## src/rtl/ulpi_reg_ctrl.sv

```systemverilog
// ULPI register-access sequencer for the USB3300 PHY.
// Runs one immediate-address register read or write per request on the shared
// 8-bit ULPI bus (TXCMD / data / STP). It gives the bus to the PHY whenever DIR
// is high, and it retries accesses that the PHY aborts.
//
// Handshake: a request is accepted on a rising clk edge where req=1 and busy=0.
// busy stays high until the cycle that carries the done or err pulse. Requests
// made while busy=1 are dropped and are not queued. On the ULPI side the PHY
// accepts a driven byte on each edge where nxt=1 and dir=0.
module ulpi_reg_ctrl #(
  parameter int TIMEOUT   = 255,
  parameter int MAX_RETRY = 3
) (
  input  logic       clk,
  input  logic       rstn,
  input  logic       req,
  input  logic       we,
  input  logic [5:0] addr,
  input  logic [7:0] wdata,
  output logic       busy,
  output logic       done,
  output logic       err,
  output logic [7:0] rdata,
  input  logic [7:0] data_i,
  output logic [7:0] data_o,
  output logic       data_oe,
  input  logic       dir,
  input  logic       nxt,
  output logic       stp,
  output logic [3:0] dbg_state
);

  localparam int RW = (MAX_RETRY < 1) ? 1 : $clog2(MAX_RETRY + 1);
  localparam logic [RW-1:0] RMAX = RW'(MAX_RETRY);
  localparam logic [7:0]    TLIM = 8'(TIMEOUT - 1);

  typedef enum logic [3:0] {
    S_IDLE, S_CMD, S_WDATA, S_WSTP, S_RTURN1, S_RDATA, S_RTURN2, S_ABORT, S_FIN
  } state_t;

  state_t        state_q, state_d;
  logic          pend_q, pend_d;
  logic          we_q, we_d;
  logic [5:0]    addr_q, addr_d;
  logic [7:0]    wdata_q, wdata_d;
  logic [RW-1:0] retry_q, retry_d;
  logic [7:0]    tcnt_q, tcnt_d;
  logic [7:0]    rdata_q, rdata_d;
  logic          busy_q, busy_d;
  logic          done_q, done_d;
  logic          err_q, err_d;
  logic [7:0]    data_o_q, data_o_d;
  logic          oe_q, oe_d;
  logic          stp_q, stp_d;
  logic          timed_out;

  assign timed_out = (tcnt_q == TLIM);

  // Next-state logic. All outputs are derived from the next state so that they
  // can be registered.
  always_comb begin
    state_d = state_q;
    pend_d  = pend_q;
    we_d    = we_q;
    addr_d  = addr_q;
    wdata_d = wdata_q;
    retry_d = retry_q;
    rdata_d = rdata_q;
    err_d   = 1'b0;

    case (state_q)
      // FIN behaves like IDLE because busy is already low during the done cycle.
      S_IDLE, S_FIN: begin
        state_d = S_IDLE;
        if (pend_q) begin
          if (!dir) begin
            pend_d  = 1'b0;
            state_d = S_CMD;
          end
        end else if (req) begin
          we_d    = we;
          addr_d  = addr;
          wdata_d = wdata;
          retry_d = '0;
          if (!dir) state_d = S_CMD;
          else      pend_d  = 1'b1;
        end
      end
      S_CMD: begin
        if (dir)            state_d = S_ABORT;
        else if (nxt)       state_d = we_q ? S_WDATA : S_RTURN1;
        else if (timed_out) begin
          err_d   = 1'b1;
          state_d = S_IDLE;
        end
      end
      S_WDATA: begin
        if (dir)            state_d = S_ABORT;
        else if (nxt)       state_d = S_WSTP;
        else if (timed_out) begin
          err_d   = 1'b1;
          state_d = S_IDLE;
        end
      end
      S_WSTP: state_d = S_FIN;
      S_RTURN1: begin
        if (dir)            state_d = S_RDATA;
        else if (timed_out) begin
          err_d   = 1'b1;
          state_d = S_IDLE;
        end
      end
      // A turnaround with nxt high means an RX packet is coming in. A dropped
      // dir also loses the data. In both cases the attempt is retried.
      S_RDATA: begin
        if (dir && !nxt) begin
          rdata_d = data_i;
          state_d = S_RTURN2;
        end else begin
          state_d = S_ABORT;
        end
      end
      S_RTURN2: begin
        if (!dir)           state_d = S_FIN;
        else if (timed_out) begin
          err_d   = 1'b1;
          state_d = S_IDLE;
        end
      end
      S_ABORT: begin
        if (!dir) begin
          if (retry_q < RMAX) begin
            retry_d = retry_q + 1'b1;
            state_d = S_CMD;
          end else begin
            err_d   = 1'b1;
            state_d = S_IDLE;
          end
        end else if (timed_out) begin
          err_d   = 1'b1;
          state_d = S_IDLE;
        end
      end
      default: state_d = S_IDLE;
    endcase

    // The wait counter restarts on every state entry.
    if ((state_d != state_q) || (state_q == S_IDLE) || (state_q == S_FIN))
      tcnt_d = 8'd0;
    else
      tcnt_d = tcnt_q + 8'd1;

    busy_d = pend_d || !((state_d == S_IDLE) || (state_d == S_FIN));
    done_d = (state_d == S_FIN);
    oe_d   = (state_d == S_CMD) || (state_d == S_WDATA) || (state_d == S_WSTP);
    stp_d  = (state_d == S_WSTP);

    case (state_d)
      S_CMD:   data_o_d = {1'b1, ~we_d, addr_d};
      S_WDATA: data_o_d = wdata_d;
      default: data_o_d = 8'h00;
    endcase
  end

  // State and output registers. Reset abandons any access without sending STP.
  always_ff @(posedge clk or negedge rstn) begin
    if (!rstn) begin
      state_q  <= S_IDLE;
      pend_q   <= 1'b0;
      we_q     <= 1'b0;
      addr_q   <= 6'd0;
      wdata_q  <= 8'h00;
      retry_q  <= '0;
      tcnt_q   <= 8'd0;
      rdata_q  <= 8'h00;
      busy_q   <= 1'b0;
      done_q   <= 1'b0;
      err_q    <= 1'b0;
      data_o_q <= 8'h00;
      oe_q     <= 1'b0;
      stp_q    <= 1'b0;
    end else begin
      state_q  <= state_d;
      pend_q   <= pend_d;
      we_q     <= we_d;
      addr_q   <= addr_d;
      wdata_q  <= wdata_d;
      retry_q  <= retry_d;
      tcnt_q   <= tcnt_d;
      rdata_q  <= rdata_d;
      busy_q   <= busy_d;
      done_q   <= done_d;
      err_q    <= err_d;
      data_o_q <= data_o_d;
      oe_q     <= oe_d;
      stp_q    <= stp_d;
    end
  end

  // dir gates the pad enable directly, so the link never drives against the PHY.
  assign data_oe   = oe_q & ~dir;
  assign busy      = busy_q;
  assign done      = done_q;
  assign err       = err_q;
  assign rdata     = rdata_q;
  assign data_o    = data_o_q;
  assign stp       = stp_q;
  assign dbg_state = state_q;

endmodule

```

## config.mk

```make
export PLATFORM = sky130hd
export DESIGN_NAME = ulpi_reg_ctrl
export DESIGN_NICKNAME = d
export VERILOG_FILES = /design/src/rtl/ulpi_reg_ctrl.sv
export SDC_FILE = /design/constraint.sdc
export NUM_CORES = 1
export LEC_CHECK = 0
export ABC_CLOCK_PERIOD_IN_PS = 3300
export CORE_UTILIZATION = 49
export CTS_BUF_LIST = sky130_fd_sc_hd__clkbuf_8
export DETAILED_ROUTE_END_ITERATION = 10
export DONT_BUFFER_PORTS = 1
export GPL_ROUTABILITY_DRIVEN = 0
export RECOVER_POWER = 25
export SYNTH_ARGS = -nofsm -noshare
export SYNTH_HDL_FRONTEND = slang
export SYNTH_SLANG_ARGS = --single-unit
```

## constraint.sdc

```tcl
create_clock -name clk -period 3.3 [get_ports clk]
set_input_delay 0.33 -clock clk [delete_from_list [all_inputs] [get_ports clk]]
set_output_delay 0.33 -clock clk [all_outputs]
set_load 0.01 [all_outputs]
```

# ---- Yosys cells after proc, flatten, opt, wreduce, memory -nomap -nowiden
# Index checks and enable logic that the tools add are counted.
dict set report word_totals {
  reg_bits 51
  latchBits 0
  mem_bits_rw 0
  mem_bits_ro 0
  output_inout_bits 25
  elab_cells 97
  mem_count 0
}
dict set report op_classes {
  n_addsub 2
  mul 0
  div 0
  order_cmp 1
  n_eq_ne 18
  shift 0
  n_mux 43
  bitwise 3
  reduce_logical 16
}
# op count
set ops {}
lappend ops {{2-to-1 mux 4 bit} 10}
lappend ops {{2-to-1 mux 8 bit} 4}
lappend ops {{one-hot mux 4 bit (8 select lines)} 1}
lappend ops {{2-to-1 mux 6 bit} 3}
lappend ops {{2-to-1 mux 1 bit} 17}
lappend ops {{equality test 4 x 2 -> 1 bit (second input constant)} 4}
lappend ops {{equality test 4 x 3 -> 1 bit (second input constant)} 4}
lappend ops {{one-hot mux 8 bit (2 select lines)} 1}
lappend ops {{adder 8 x 1 -> 8 bit (second input constant)} 1}
lappend ops {{equality test 4 x 1 -> 1 bit (second input constant)} 2}
lappend ops {{equality test 4 bit (second input constant)} 2}
lappend ops {{equality test 8 bit (second input constant)} 1}
lappend ops {{logical NOT 4 bit} 2}
lappend ops {{2-to-1 mux 2 bit} 4}
lappend ops {{!= test 2 bit (second input constant)} 4}
lappend ops {{logical OR 1 bit} 6}
lappend ops {{AND reduction 5 bit} 1}
lappend ops {{!= test 4 bit} 1}
lappend ops {{one-hot mux 1 bit (4 select lines)} 1}
lappend ops {{one-hot mux 2 bit (2 select lines)} 1}
lappend ops {{OR reduction 2 bit} 2}
lappend ops {{2-to-1 mux 3 bit} 1}
lappend ops {{adder 2 x 1 -> 2 bit (second input constant)} 1}
lappend ops {{logical NOT 1 bit} 2}
lappend ops {{other kinds (6)} 7}

# ---- Longest topological paths before layout
dict set report depth {
  depth_word 9
  ltp_mapped 10
  ltp_nobuf 9
}

# ---- Worst setup path after synthesis
# OpenSTA, ideal clock, no wires.
dict set report synth_path {
  path_kind {register to register}
  startpoint {register state_q[0], in the netlist dbg_state[0]}
  endpoint {register busy_q, in the netlist busy}
  t_arrival_ps 1867
  slack_ps 1295
  path_stages_with_launch 8
  n_path_buf 1
  cell_sequence {dfrtp_1 buf_6 nor2b_4 a32oi_1 o32ai_1 nor3_4 inv_4 or4_1}
}
dict set report synth_between {
  elab_chain_len 8
}
# element line_no
set synth_lines {}
lappend synth_lines {{from (decl)} 41} ;# state_t state_q, state_d;
lappend synth_lines {{from (signal assigned)} 183} ;# state_q <= state_d;
lappend synth_lines {{2-to-1 mux 4 bit} n/a}
lappend synth_lines {{2-to-1 mux 4 bit (on tied branches)} {99, 91}}
lappend synth_lines {{2-to-1 mux 4 bit (on tied branches)} {98, 90}}
lappend synth_lines {{one-hot mux 4 bit (8 select lines) *} 71} ;# case (state_q)
lappend synth_lines {{named net state_d[0]} 41}
lappend synth_lines {{equality test 4 bit or logical NOT 4 bit (tied branches)} 153} ;# busy_d = pend_d || !((state_d == S_IDLE) || (state_d == S_FIN));
lappend synth_lines {{logical OR 1 bit *} 153}
lappend synth_lines {{logical NOT 1 bit *} 153}
lappend synth_lines {{logical OR 1 bit *} 153}
lappend synth_lines {{named net busy_d} 49} ;# logic busy_q, busy_d;
lappend synth_lines {{to (signal assigned)} 191} ;# busy_q <= busy_d;
lappend synth_lines {{to (decl)} 49}
# Mark *: on every way through the listed nets, which the timed path passes. The rest lies on a longest branch.
# A chain may end at the register's enable or synchronous reset.

# ---- Worst setup path after layout
dict set report layout_path {
  startpoint {register state_q[1], in the netlist dbg_state[1]}
  endpoint {register busy_q, in the netlist busy}
}
# element line_no
set layout_lines {}
lappend layout_lines {{equality test 4 bit or logical NOT 4 bit (tied branches)} 71}
lappend layout_lines {{OR reduction 2 bit} 71}
lappend layout_lines {{one-hot mux 4 bit (8 select lines) *} 71}
lappend layout_lines {{named net state_d[0]} 41}
lappend layout_lines {{equality test 4 bit or logical NOT 4 bit (tied branches)} 153}
lappend layout_lines {{logical OR 1 bit *} 153}
lappend layout_lines {{logical NOT 1 bit *} 153}
lappend layout_lines {{logical OR 1 bit *} 153}
lappend layout_lines {{named net busy_d} 49}
# Marked as above.

==> results.yml <==
layout:
  antennaDiodeCount: 0
  syn2layout_area_growth_pct: 5.60
  n_fill_cell: 434
  num-nets-final: 243
  final_layout_size_suffix_gt1_frac: 0.225
  final_design_area_no_fill_um2: 2640
critical_path:
  crit_buf_inv: 1
  critical_path.max_fanout: 17
  setup.worst_path.end_class: "register"
  timing.critical_path.arrival_ns: 2.73
  start_kind: "register"
  setup.worst_path.class: "register to register"
  slowest_cp_cell: "sky130_fd_sc_hd__dfrtp_1"
  slowest_stage_delay_on_critical_path_ns: 0.75
  path_delay_family: "simple AND/OR/NAND/NOR gates"
  crit_chain: "nand2b_1, a211o_1, a221oi_2, nor3_4, inv_4, or4_1"
  timing.critical_path.required_ns: 3.49
synth:
  synth_top_area_frac: 0.510
  postSynthRegisterBits: 51
  post_synth_num_cell_types: 51
  ys_warn_count: 0
  postSynthCellCount: 214
  post_synthesis_instance_area_um2: 2500
  postSynthNetCount: 245
  yosys_most_used_dff: "sky130_fd_sc_hd__dfrtp_1"
  async_reset_ff_frac: 1.00
  yosys_top_cell_by_area: "sky130_fd_sc_hd__dfrtp_1"
  synthMostInstantiatedCell: "sky130_fd_sc_hd__dfrtp_1"
  largest_cells_by_area_after_synthesis: "sky130_fd_sc_hd__dfrtp_1 51%, sky130_fd_sc_hd__mux2_2 10%, sky130_fd_sc_hd__nand3_1 4.0%, sky130_fd_sc_hd__a21oi_1 2.6%, sky130_fd_sc_hd__nor2_1 1.8%"
  top_cells_by_instance_count_after_synthesis: "51 x sky130_fd_sc_hd__dfrtp_1, 23 x sky130_fd_sc_hd__mux2_2, 20 x sky130_fd_sc_hd__nand3_1"
  synth_enable_flop_cells: 0
  synth_seq_area_share: 0.510
  syn-mean-instance-area_um2: 11.7
sta:
  max_slew_margin: 0.485
  final_critical_path_setup_slack_ns: 0.761
  layout_worst_path_cycle_share: 0.770
  slew_violations: 0
  minimum_hold_slack_ns: 0.169
  rsz0062_at_grt: "no"
  fin_worst_skew_ns: 0.00506
  setup_violators_final: 0
  setup_tns_ns: 0
  worst_max_slew_pin_slew_ns: 0.771
  final_hold_viol_count: 0
  final_period_minus_worst_setup_slack_ns: 2.54
  max_freq_mhz: 394
clocking:
  post_cts.repair.setup_buffers: 0
  worst_skew_pair.late_latency_ns: 0.30
  number_of_buffers_inserted_during_clock_tree_synthesis: 5
  clock_tree.htree_level_count: 2
  cts.reportedPaths.clkPinSlew_ns: 0.10
  cts_tree: "done"
  cts.sink_count: 51
  clockBufferDepth: 2
  root_buffer_master: "sky130_fd_sc_hd__clkbuf_8"
place:
  placed_area_um2: 2510
  place_ws_ns: 0.817
  dpl.hpwl_um: 3580
  port_buffers: 0
grt:
  grt_antenna_before_repair: 0
  grt_overflow: 0
  maximum_number_of_pins_on_one_net_before_global_route_repair: 52
  gr-usage-all-layers: 0.218
  grt_pass1_wl_um: 8710
  grt_pass1_vias: 1752
floorplan:
  design.portCount: 53
  die_w_um: 73.5
  start_util: 0.520
  floorplan.die_area_um2: 5400
  core_region_area_um2: 4820
  core.rowCount: 25
  floorplan.die.height_um: 73.5
power_and_ir_drop:
  internal_cell_power_mw: 1.45
  clkPwrFrac: 0.150
  seq_power_share: 0.435
  power-per-cell-area_nw_per_um2: 948
  share_comb_of_total_power: 0.415
  p_leak_nw: 1.13
  p_sw_mw: 1.05
  switching_fraction_of_total_power: 0.420
  ir_drop_mv: 0.444
detailed_routing:
  num_vias: 1627
  drc_errors: 0
  finalWirelength_um: 5030
  wl_per_cell_um: 18.0
  final_antenna_net_count: 0
  detail_route.vias_per_cell: 5.81
  drtPass1Iterations: 4
  drc_violation_total_after_the_first_tritonroute_iteration: 134
min_path:
  holdCritPathClass: "input pin to register"
outcome:
  outcome: "finished, final reports clean"
job:
  drv_cap: 0
[power groups by stage]
stage / Sequential [mW] / Combinational (mW) / Clock (mW)
after global routing: 1.13 / 1.17 / 0.415
after CTS: 1.09 / 1.05 / 0.388
after global placement: 1.09 / 0.995 / 0
after floorplan: 1.01 / 0.958 / 0
final: 1.09 / 1.04 / 0.377
after detailed placement: 1.10 / 1.02 / 0
[stage by stage]
step | total power [mW] | util | cells
finish | 2.51 | 0.549 | 280
global route | 2.71 | 0.549 | 280
CTS | 2.53 | 0.549 | 280
detailed placement | 2.12 | 0.521 | 270
global placement | 2.08 | 0.521 | 270
floorplan | 1.96 | - | 214
[layout by cell type, fill, tap and decap left out, types with 2 or more instances in the layout]
master	count
sky130_fd_sc_hd__a211oi_1	2
sky130_fd_sc_hd__a21oi_1	13
sky130_fd_sc_hd__a221oi_2	2
sky130_fd_sc_hd__and2_1	7
sky130_fd_sc_hd__clkbuf_8	5
sky130_fd_sc_hd__dfrtp_1	51
sky130_fd_sc_hd__ha_1	3
sky130_fd_sc_hd__inv_1	7
sky130_fd_sc_hd__mux2_2	23
sky130_fd_sc_hd__mux2i_1	2
sky130_fd_sc_hd__nand2_1	6
sky130_fd_sc_hd__nand2b_1	3
sky130_fd_sc_hd__nand3_1	20
sky130_fd_sc_hd__nor2_1	12
sky130_fd_sc_hd__nor2b_1	2
sky130_fd_sc_hd__nor3_1	4
sky130_fd_sc_hd__nor3_4	2
sky130_fd_sc_hd__nor3b_1	4
sky130_fd_sc_hd__o21ai_0	6
sky130_fd_sc_hd__xnor2_1	4
sky130_fd_sc_hd__xor2_1	3
[repair_timing]
item                      CTS  global route
gates resized for setup     0             0
hold buffers                2             0
hold endpoints to repair   51             0
[per-layer routing]
layer | wire [um] | share of wire | up-vias | global-route usage
met1 | 2170 | 0.43 | 798 | 0.276
met5 | 0 | 0 | - | 0
met2 | 2550 | 0.51 | 60 | 0.358
met3 | 202 | 0.040 | 11 | 0.0480
li1 | - | - | 758 | -
met4 | 106 | 0.021 | 0 | 0.0962
[registers in the layout, indices dropped and copies added (netlist names)]
signal,count
rdata,8
done,1
data_o,8
tcnt_q,8
wdata_q,8
busy,1
oe_q,1
retry_q,2
we_q,1
stp,1
pend_q,1
dbg_state,4
addr_q,6
err,1
[worst paths after layout]
check | startpoint | endpoint | slack [ns] | cells past startpoint
hold / removal | data_i[0] | rdata[0]$_DFFE_PN0P_ | 0.17 | 1
setup / recovery | dbg_state[1]$_DFF_PN0_ | busy$_DFF_PN0_ | 0.76 | 6
max in group asynchronous | rstn | data_o[7]$_DFF_PN0_ | 2.54 | 2
min in group asynchronous | rstn | dbg_state[3]$_DFF_PN0_ | 0.54 | 2
setup reg to reg | dbg_state[1]$_DFF_PN0_ | busy$_DFF_PN0_ | 0.76 | 6
hold reg to reg | wdata_q[7]$_DFF_PN0_ | wdata_q[7]$_DFF_PN0_ | 0.51 | 1
[final cells by class]
cell class                      count  area, um2  area share
Clock inverter                      3       27.5      0.0104
Clock buffer                        5       68.8      0.0260
Sequential cell                    51       1280       0.483
Tap cell                           67       83.8      0.0317
Timing Repair Buffer                2       37.5      0.0142
Multi-Input combinational cell    143       1110       0.421
Inverter                            9       36.3      0.0137
[logic make-up (layout without fill, tap and decap cells)]
kind of cell             after synthesis  count (layout)  synth area share
AO/OA/AOI/OAI                         38              38             0.118
XOR/XNOR                               7               7            0.0245
adder cells (fa/ha/maj)                3               3            0.0150
buffers and inverters                 20              19            0.0455
flip-flops                            51              51             0.510
multiplexers                          25              25             0.111
AND/OR/NAND/NOR                       70              70             0.176
No activity file was read; power rests on OpenSTA's default activity.
